[config.mk]
export PLATFORM = sky130hd
export DESIGN_NAME = pixel_loader
export DESIGN_NICKNAME = d
export VERILOG_FILES = /design/src/rtl/pixel_loader.sv
export SDC_FILE = /design/constraint.sdc
export NUM_CORES = 1
export LEC_CHECK = 0
export ABC_AREA = 0
export CORE_MARGIN = 2
export CORE_UTILIZATION = 46
export DETAILED_ROUTE_END_ITERATION = 8
export PLACE_DENSITY = 0.84
export SYNTH_ARGS = -nofsm -noshare
export SYNTH_HDL_FRONTEND = slang
export SYNTH_SLANG_ARGS = --single-unit
[constraint.sdc]
create_clock -name clk -period 4.3 [get_ports clk]
set_input_delay 1.29 -clock clk [delete_from_list [all_inputs] [get_ports clk]]
set_output_delay 1.29 -clock clk [all_outputs]
set_load 0.01 [all_outputs]
[src/rtl/pixel_loader.sv]
// ---------------------------------------------------------------------------
// pixel_loader
//
// Upstream feeder for the network's image memory. Accepts one frame of
// unsigned pixels on a valid/ready stream, converts each pixel to signed
// 32-bit fixed point, and writes the frame to addresses 0..NUM_PIXELS-1.
// Once the last write has committed, it raises image_ready. image_ready
// stays high until the consumer pulses image_release.
//
// Ports
//   clk               clock
//   reset             synchronous, active-high reset
//   start             arm loading of one frame (honoured only in IDLE)
//   pix_valid         a pixel beat is offered
//   pix_data          unsigned pixel value
//   pix_last          marks the final pixel of the frame
//   pix_ready         loader accepts a beat this cycle (state == LOAD)
//   mem_write_addr    memory write address (registered)
//   mem_data_in       converted pixel, signed 32-bit (registered)
//   mem_write_enable  one-cycle write strobe per accepted beat (registered)
//   image_ready       memory holds a complete frame
//   image_release     consumer has finished with the frame
//   frame_error       sticky framing error for the current frame
//   pixel_count       pixels accepted in the current frame
// ---------------------------------------------------------------------------
module pixel_loader #(
    parameter int NUM_PIXELS = 784,
    parameter int ADDR_W     = 16,
    parameter int PIX_W      = 8,
    parameter int FRAC_BITS  = 16,
    parameter int CENTER     = 0
) (
    input  logic                     clk,
    input  logic                     reset,
    input  logic                     start,
    input  logic                     pix_valid,
    input  logic [PIX_W-1:0]         pix_data,
    input  logic                     pix_last,
    output logic                     pix_ready,
    output logic [ADDR_W-1:0]        mem_write_addr,
    output logic signed [31:0]       mem_data_in,
    output logic                     mem_write_enable,
    output logic                     image_ready,
    input  logic                     image_release,
    output logic                     frame_error,
    output logic [ADDR_W-1:0]        pixel_count
);

    typedef enum logic [1:0] {
        IDLE  = 2'd0,
        LOAD  = 2'd1,
        FLUSH = 2'd2,
        FULL  = 2'd3
    } state_t;

    localparam int                SHIFT    = FRAC_BITS - PIX_W;
    localparam logic [ADDR_W-1:0] LAST_IDX = ADDR_W'(NUM_PIXELS - 1);
    // Centering offset 2^(PIX_W-1), held one bit wider so the subtraction
    // below stays signed with room for the full -2^(PIX_W-1)..2^(PIX_W-1)-1 range.
    localparam logic [PIX_W:0]    OFFSET   =
        (CENTER != 0) ? (PIX_W + 1)'(1 << (PIX_W - 1)) : '0;

    state_t                   r_state;
    logic                     r_we;
    logic [ADDR_W-1:0]        r_addr;
    logic signed [31:0]       r_data;
    logic                     r_image_ready;
    logic                     r_err;
    logic [ADDR_W-1:0]        r_count;

    logic                     w_accept;
    logic signed [PIX_W:0]    w_p;
    logic signed [31:0]       w_ext;
    logic signed [31:0]       w_conv;

    // ------------------------------------------------------------------
    // Pixel conversion: zero-extend, optionally centre, sign-extend, scale.
    // ------------------------------------------------------------------
    assign w_p      = $signed({1'b0, pix_data}) - $signed(OFFSET);
    assign w_ext    = {{(32 - PIX_W - 1){w_p[PIX_W]}}, w_p};
    assign w_conv   = w_ext <<< SHIFT;

    assign pix_ready = (r_state == LOAD);
    assign w_accept  = pix_valid && pix_ready;

    // ------------------------------------------------------------------
    // Control FSM with registered write port and status outputs.
    // ------------------------------------------------------------------
    // NOTE: every register here is state, so all assignments are
    // non-blocking; the default r_we <= 0 at the top is overridden only on
    // an accepted beat, which yields exactly one strobe cycle per beat.
    always_ff @(posedge clk) begin
        if (reset) begin
            r_state       <= IDLE;
            r_we          <= 1'b0;
            r_addr        <= '0;
            r_data        <= '0;
            r_image_ready <= 1'b0;
            r_err         <= 1'b0;
            r_count       <= '0;
        end else begin
            r_we <= 1'b0;
            unique case (r_state)
                IDLE: begin
                    if (start) begin
                        r_count <= '0;
                        r_err   <= 1'b0;
                        r_state <= LOAD;
                    end
                end

                LOAD: begin
                    if (w_accept) begin
                        r_we    <= 1'b1;
                        r_addr  <= r_count;
                        r_data  <= w_conv;
                        r_count <= r_count + 1'b1;
                        if (r_count == LAST_IDX) begin
                            // Frame completes on the count even when the
                            // source forgot to mark its last beat.
                            if (!pix_last) begin
                                r_err <= 1'b1;
                            end
                            r_state <= FLUSH;
                        end else if (pix_last) begin
                            // Short frame: keep the beat, flag it, and never
                            // announce an image.
                            r_err   <= 1'b1;
                            r_state <= IDLE;
                        end
                    end
                end

                // The final write is on the memory port during this cycle.
                FLUSH: begin
                    r_image_ready <= 1'b1;
                    r_state       <= FULL;
                end

                FULL: begin
                    if (image_release) begin
                        r_image_ready <= 1'b0;
                        r_state       <= IDLE;
                    end
                end

                default: r_state <= IDLE;
            endcase
        end
    end

    assign mem_write_enable = r_we;
    assign mem_write_addr   = r_addr;
    assign mem_data_in      = r_data;
    assign image_ready      = r_image_ready;
    assign frame_error      = r_err;
    assign pixel_count      = r_count;

endmodule

* Word-level counts from Yosys, hierarchy flattened
Cells that the tools add are included.
** Operators by class
- Equal/unequal tests :: 9
- $add $sub $neg :: 1
- Bitwise logic cells :: 1
- Reduce and logical (&&, ||, !) cells :: 10
- Muxes and demuxes :: 18
** Operators with widths (number)
- 16-bit two-way mux :: 2
- 16-bit case mux with 2 select lines :: 1
- 16-bit by 1-bit adder with 16-bit output, second input constant :: 1
- 16-bit by 10-bit equality test with 1-bit output, second input constant :: 1
- 2-bit two-way mux :: 5
- 2-bit case mux with 4 select lines :: 1
- 1-bit two-way mux :: 7
- 5-bit AND reduction :: 1
- 2-bit equality test, second input constant :: 2
- 2-bit inequality test, second input constant :: 2
- 1-bit case mux with 2 select lines :: 2
- 2-bit AND reduction :: 2
- 4-bit AND reduction :: 1
- 2-bit nonzero test :: 2
- 3-bit by 2-bit inequality test with 1-bit output, second input constant :: 1
- 3-bit inequality test, second input constant :: 1
- 3-bit AND reduction :: 1
- 2-bit by 1-bit equality test with 1-bit output, second input constant :: 1
- 2-bit zero test :: 1
- 2-bit by 1-bit inequality test with 1-bit output, second input constant :: 1
- 2-bit OR reduction :: 1
- 1-bit logical AND :: 1
- 1-bit NOT :: 1
** Storage, ports and cells
- Bits in registers :: 45
- Output and inout bits :: 68
- Input bits :: 14
- Logic and storage cells :: 46

* Depth between registers and ports, before layout
- Depth in word-level cells :: 4
- Depth in mapped cells :: 7
- Gate-level depth less buffers :: 5

* Worst setup path before layout
OpenSTA, ideal clock, no wires.
- Kind :: input to register
- Start point :: in pix_valid
- End point :: reg r_count[12] (netlist: pixel_count[12])
- Setup time :: 0.071 ns
- Stages :: 4
- Data required time :: 4.229 ns
- Buffers on the path :: 0
- Arrival time :: 2.179 ns
- Setup slack :: 2.050 ns
- Path through :: mux2_2 > nand2_1 > or4_1 > a21oi_1
** Between the ends
- Word-level cells in the longest chain between the ends :: 3
** Ends and longest elaborated chain
- start: declaration :: RTL line 36 : input logic pix_valid,
- 1-bit logical AND :: RTL line 84 : assign w_accept = pix_valid && pix_ready;
- 2-bit by 1-bit inequality test with 1-bit output (no source line)
- 3-bit AND reduction (no source line)
- end signal: assignment :: RTL line 117 : r_count <= r_count + 1'b1;
- end: declaration :: RTL line 69 : logic [ADDR_W-1:0] r_count;
No other way between the ends.
A chain may end at the register's enable or synchronous reset.

* Final worst setup path
- Start point :: reg r_state[0]
- End point :: out pix_ready
** Between the ends
- Word-level cells in the longest chain between the ends :: 1
** Ends and longest elaborated chain
- start: declaration :: RTL line 63 : state_t r_state;
- start signal: assignment :: RTL line 94 : r_state <= IDLE;
- start signal: assignment :: RTL line 108 : r_state <= LOAD;
- start signal: assignment :: RTL line 124 : r_state <= FLUSH;
- 2-bit by 1-bit equality test with 1-bit output :: RTL line 83 : assign pix_ready = (r_state == LOAD);
- end: declaration :: RTL line 39 : output logic pix_ready,
No other way between the ends.

==> results.py <==
metrics = {
    "hold_path": {
        "hold_path_class": "reg2reg",
    },
    "placed_design": {
        "placed_cell_area_sq_um": 2560,
        "gp_congestion": 0.888,
        "dpl_worst_slack_ps": 1330,
        "dp_cells": 344,
        "io_buffers": 57,
        "dp_hpwl_microns": 3330,
    },
    "logic_synthesis": {
        "ys_ff_latch": 45,
        "syn_area_sq_um": 2060,
        "synthDominantCellAreaShare": 0.437,
        "synth-seq-area-share": 0.437,
        "async_flop_share": 0,
        "ys_warn_count": 0,
        "synth_flop_cell": "dfxtp_1",
        "synth_edf_count": 0,
        "yosys.area.top_type": "dfxtp_1",
        "synthCells": 246,
        "avgSynthCellArea_sq_um": 8.38,
        "synth_area_leaders": "dfxtp_1 (44%), nand2_1 (11%), buf_4 (9.1%), a21oi_1 (7.8%), nor2_1 (2.4%)",
        "yosysMostFrequentCell": "nand2_1",
        "synth_common_cells": "nand2_1 (58), dfxtp_1 (45), a21oi_1 (32), buf_4 (25), nor2_1 (13)",
        "yosysUniqueCellTypes": 44,
    },
    "final_layout": {
        "layout.cells.non_filler": 351,
        "fin_area_sq_um": 2650,
        "area_delta_synth_final_pct": 28.7,
        "nets": 314,
        "layout-drive-gt1-share": 0.0502,
        "diodes": 0,
    },
    "grt": {
        "grt_pass1_wl_microns": 7440,
        "antenna_found_initial": 0,
        "grt_overflow": 0,
        "grt_max_degree": 32,
        "first_global_vias": 1636,
        "track_usage": 0.182,
    },
    "sta": {
        "fin_worst_skew_ps": 9.86,
        "final_max_slew_viol_count": 0,
        "finalSetupTns_ps": 0,
        "worst_pin_slew_ps": 871,
        "setup_viol": 0,
        "max_slew_margin": 0.419,
        "hold_viol": 0,
        "finalCritPeriodShare": 0.706,
        "fin_crit_ps": 3040,
        "rsz0062_at_grt": "false",
        "timing.final.ws_setup_ps": 1260,
        "fmax_ghz": 0.329,
    },
    "setup_path": {
        "worstPathRequired_ps": 3010,
        "slowest_delay_ps": 600,
        "cp_cell_sequence": "nor2b_1 -> clkdlybuf4s50_1",
        "cp-end-kind": "primary output",
        "critical_path_class": "reg2out",
        "cp_top_family": "buffers and inverters",
        "slowest_stage": "clkdlybuf4s50_1",
        "crit_fanout": 10,
        "cp-start-kind": "register",
        "arrival_ps": 1750,
        "regToRegSetupSlack_ps": 2310,
        "worst-path-buf-inv": 1,
    },
    "drt": {
        "ant_nets": 0,
        "drtPass1Iterations": 5,
        "wl_microns": 4570,
        "first_iter_violations": 104,
        "drc": 0,
        "num_vias": 1808,
        "vias_per_cell": 5.15,
        "wl_per_cell_microns": 13.0,
    },
    "clock_tree": {
        "clk_latency_ps": 300,
        "hold_buffers": 0,
        "cts-buffers-inserted": 5,
        "cts_buffer_depth": 2,
        "post-cts-setup-buffers": 0,
        "root_buffer": "clkbuf_8",
        "ctsResizeCount": 0,
        "path_clk_slew_ps": 80,
        "cts.sinks": 45,
        "cts_htree_levels": 2,
        "cts_tree": "built",
    },
    "die": {
        "rows": 24,
        "dieArea_sq_um": 5030,
        "core_sq_um": 4320,
        "die_h_microns": 70.9,
        "ioPinCount": 82,
        "start_util": 0.477,
        "die_w_microns": 70.9,
    },
    "power_and_ir_drop": {
        "p_per_area_nw_per_um2": 285,
        "peakVddDrop_uv": 160,
        "power_leakage_nw": 0.942,
        "fin_total_pwr_w": 0.000756,
    },
    "flow_run": {
        "drv_cap": 0,
    },
    "outcome": {
        "status": "completed",
    },
}
==> registers in the layout, indices dropped and copies added, names as in the netlist, named ones only <==
register	cells
mem_data_in	8
r_state	1
pixel_count	16
mem_write_addr	16
mem_write_enable	1
image_ready	1
frame_error	1
==> layout make-up <==
cell class                      count  area [sq um]
Fill cell                         394          1670
Multi-Input combinational cell    188          1010
Sequential cell                    45           901
Timing Repair Buffer               58           578
Clock buffer                        6          82.6
Tap cell                           52          65.1
Clock inverter                      1          7.51
Inverter                            1          3.75
==> cell families after synthesis <==
family | synth area share
buffers and inverters | 0.113
AOI/OAI and AO/OA | 0.121
and+or+nand+nor | 0.276
DFF | 0.437
other | 0.00182
adders and majority gates | 0.00607
xor gates and xnor gates | 0.0298
muxes | 0.0152
==> cells in the final DEF, fill, tap and decap left out, types with 2 or more instances in the layout <==
cell type / Yosys / routed
nand2_1: 58 / 58
clkdlybuf4s50_1: 0 / 57
dfxtp_1: 45 / 45
a21oi_1: 32 / 32
conb_1: 1 / 24
nor2_1: 13 / 13
or4_1: 6 / 6
clkbuf_8: 0 / 6
nand4_1: 5 / 5
xnor2_1: 5 / 5
nand3_1: 3 / 3
o21ai_0: 3 / 3
nor3_1: 3 / 3
nor2b_1: 2 / 2
o31ai_1: 2 / 2
and4b_1: 2 / 2
o211ai_1: 2 / 2
mux2i_1: 2 / 2
xor2_1: 2 / 2
and3_1: 2 / 2
==> layer usage <==
layer / global-route usage / part of all wire / up-vias
li1: - / - / 906
met1: 0.231 / 0.44 / 825
met2: 0.303 / 0.48 / 69
met3: 0.0484 / 0.065 / 8
met4: 0.0566 / 0.014 / 0
met5: 0 / 0 / -
==> per-stage QoR <==
stage	utilization	hold slack [ps]
finish	0.613	455
global route	0.613	475
CTS	0.613	457
detailed placement	0.592	449
global placement	0.592	442
floorplan	-	481
==> path summary, 6_finish.rpt <==
kind,end,startpoint,cells after the start
worst max-delay path,pix_ready,r_state[0]$_SDFFE_PP0P_,2
worst min-delay path,mem_data_in[11]$_SDFFE_PP0P_,mem_data_in[11]$_SDFFE_PP0P_,2
worst max register to register,mem_write_addr[1]$_SDFFE_PP0P_,r_state[0]$_SDFFE_PP0P_,4
worst min register to register,mem_data_in[11]$_SDFFE_PP0P_,mem_data_in[11]$_SDFFE_PP0P_,2
==> power by group <==
part | switching (W) | internal [W]
registers | 0.00000530 | 0.000422
clock network | 0.000133 | 0.000127
logic | 0.0000403 | 0.0000280
==> worst min-delay path, delay by kind of cell (launching register included) <==
| kind | cells | cell delay, ps |
|---|---|---|
| flip-flops | 1 | 310 |
| AND/OR/NAND/NOR | 1 | 50 |
| AO/OA/AOI/OAI | 1 | 50 |
(Power assumes the default switching activity.)
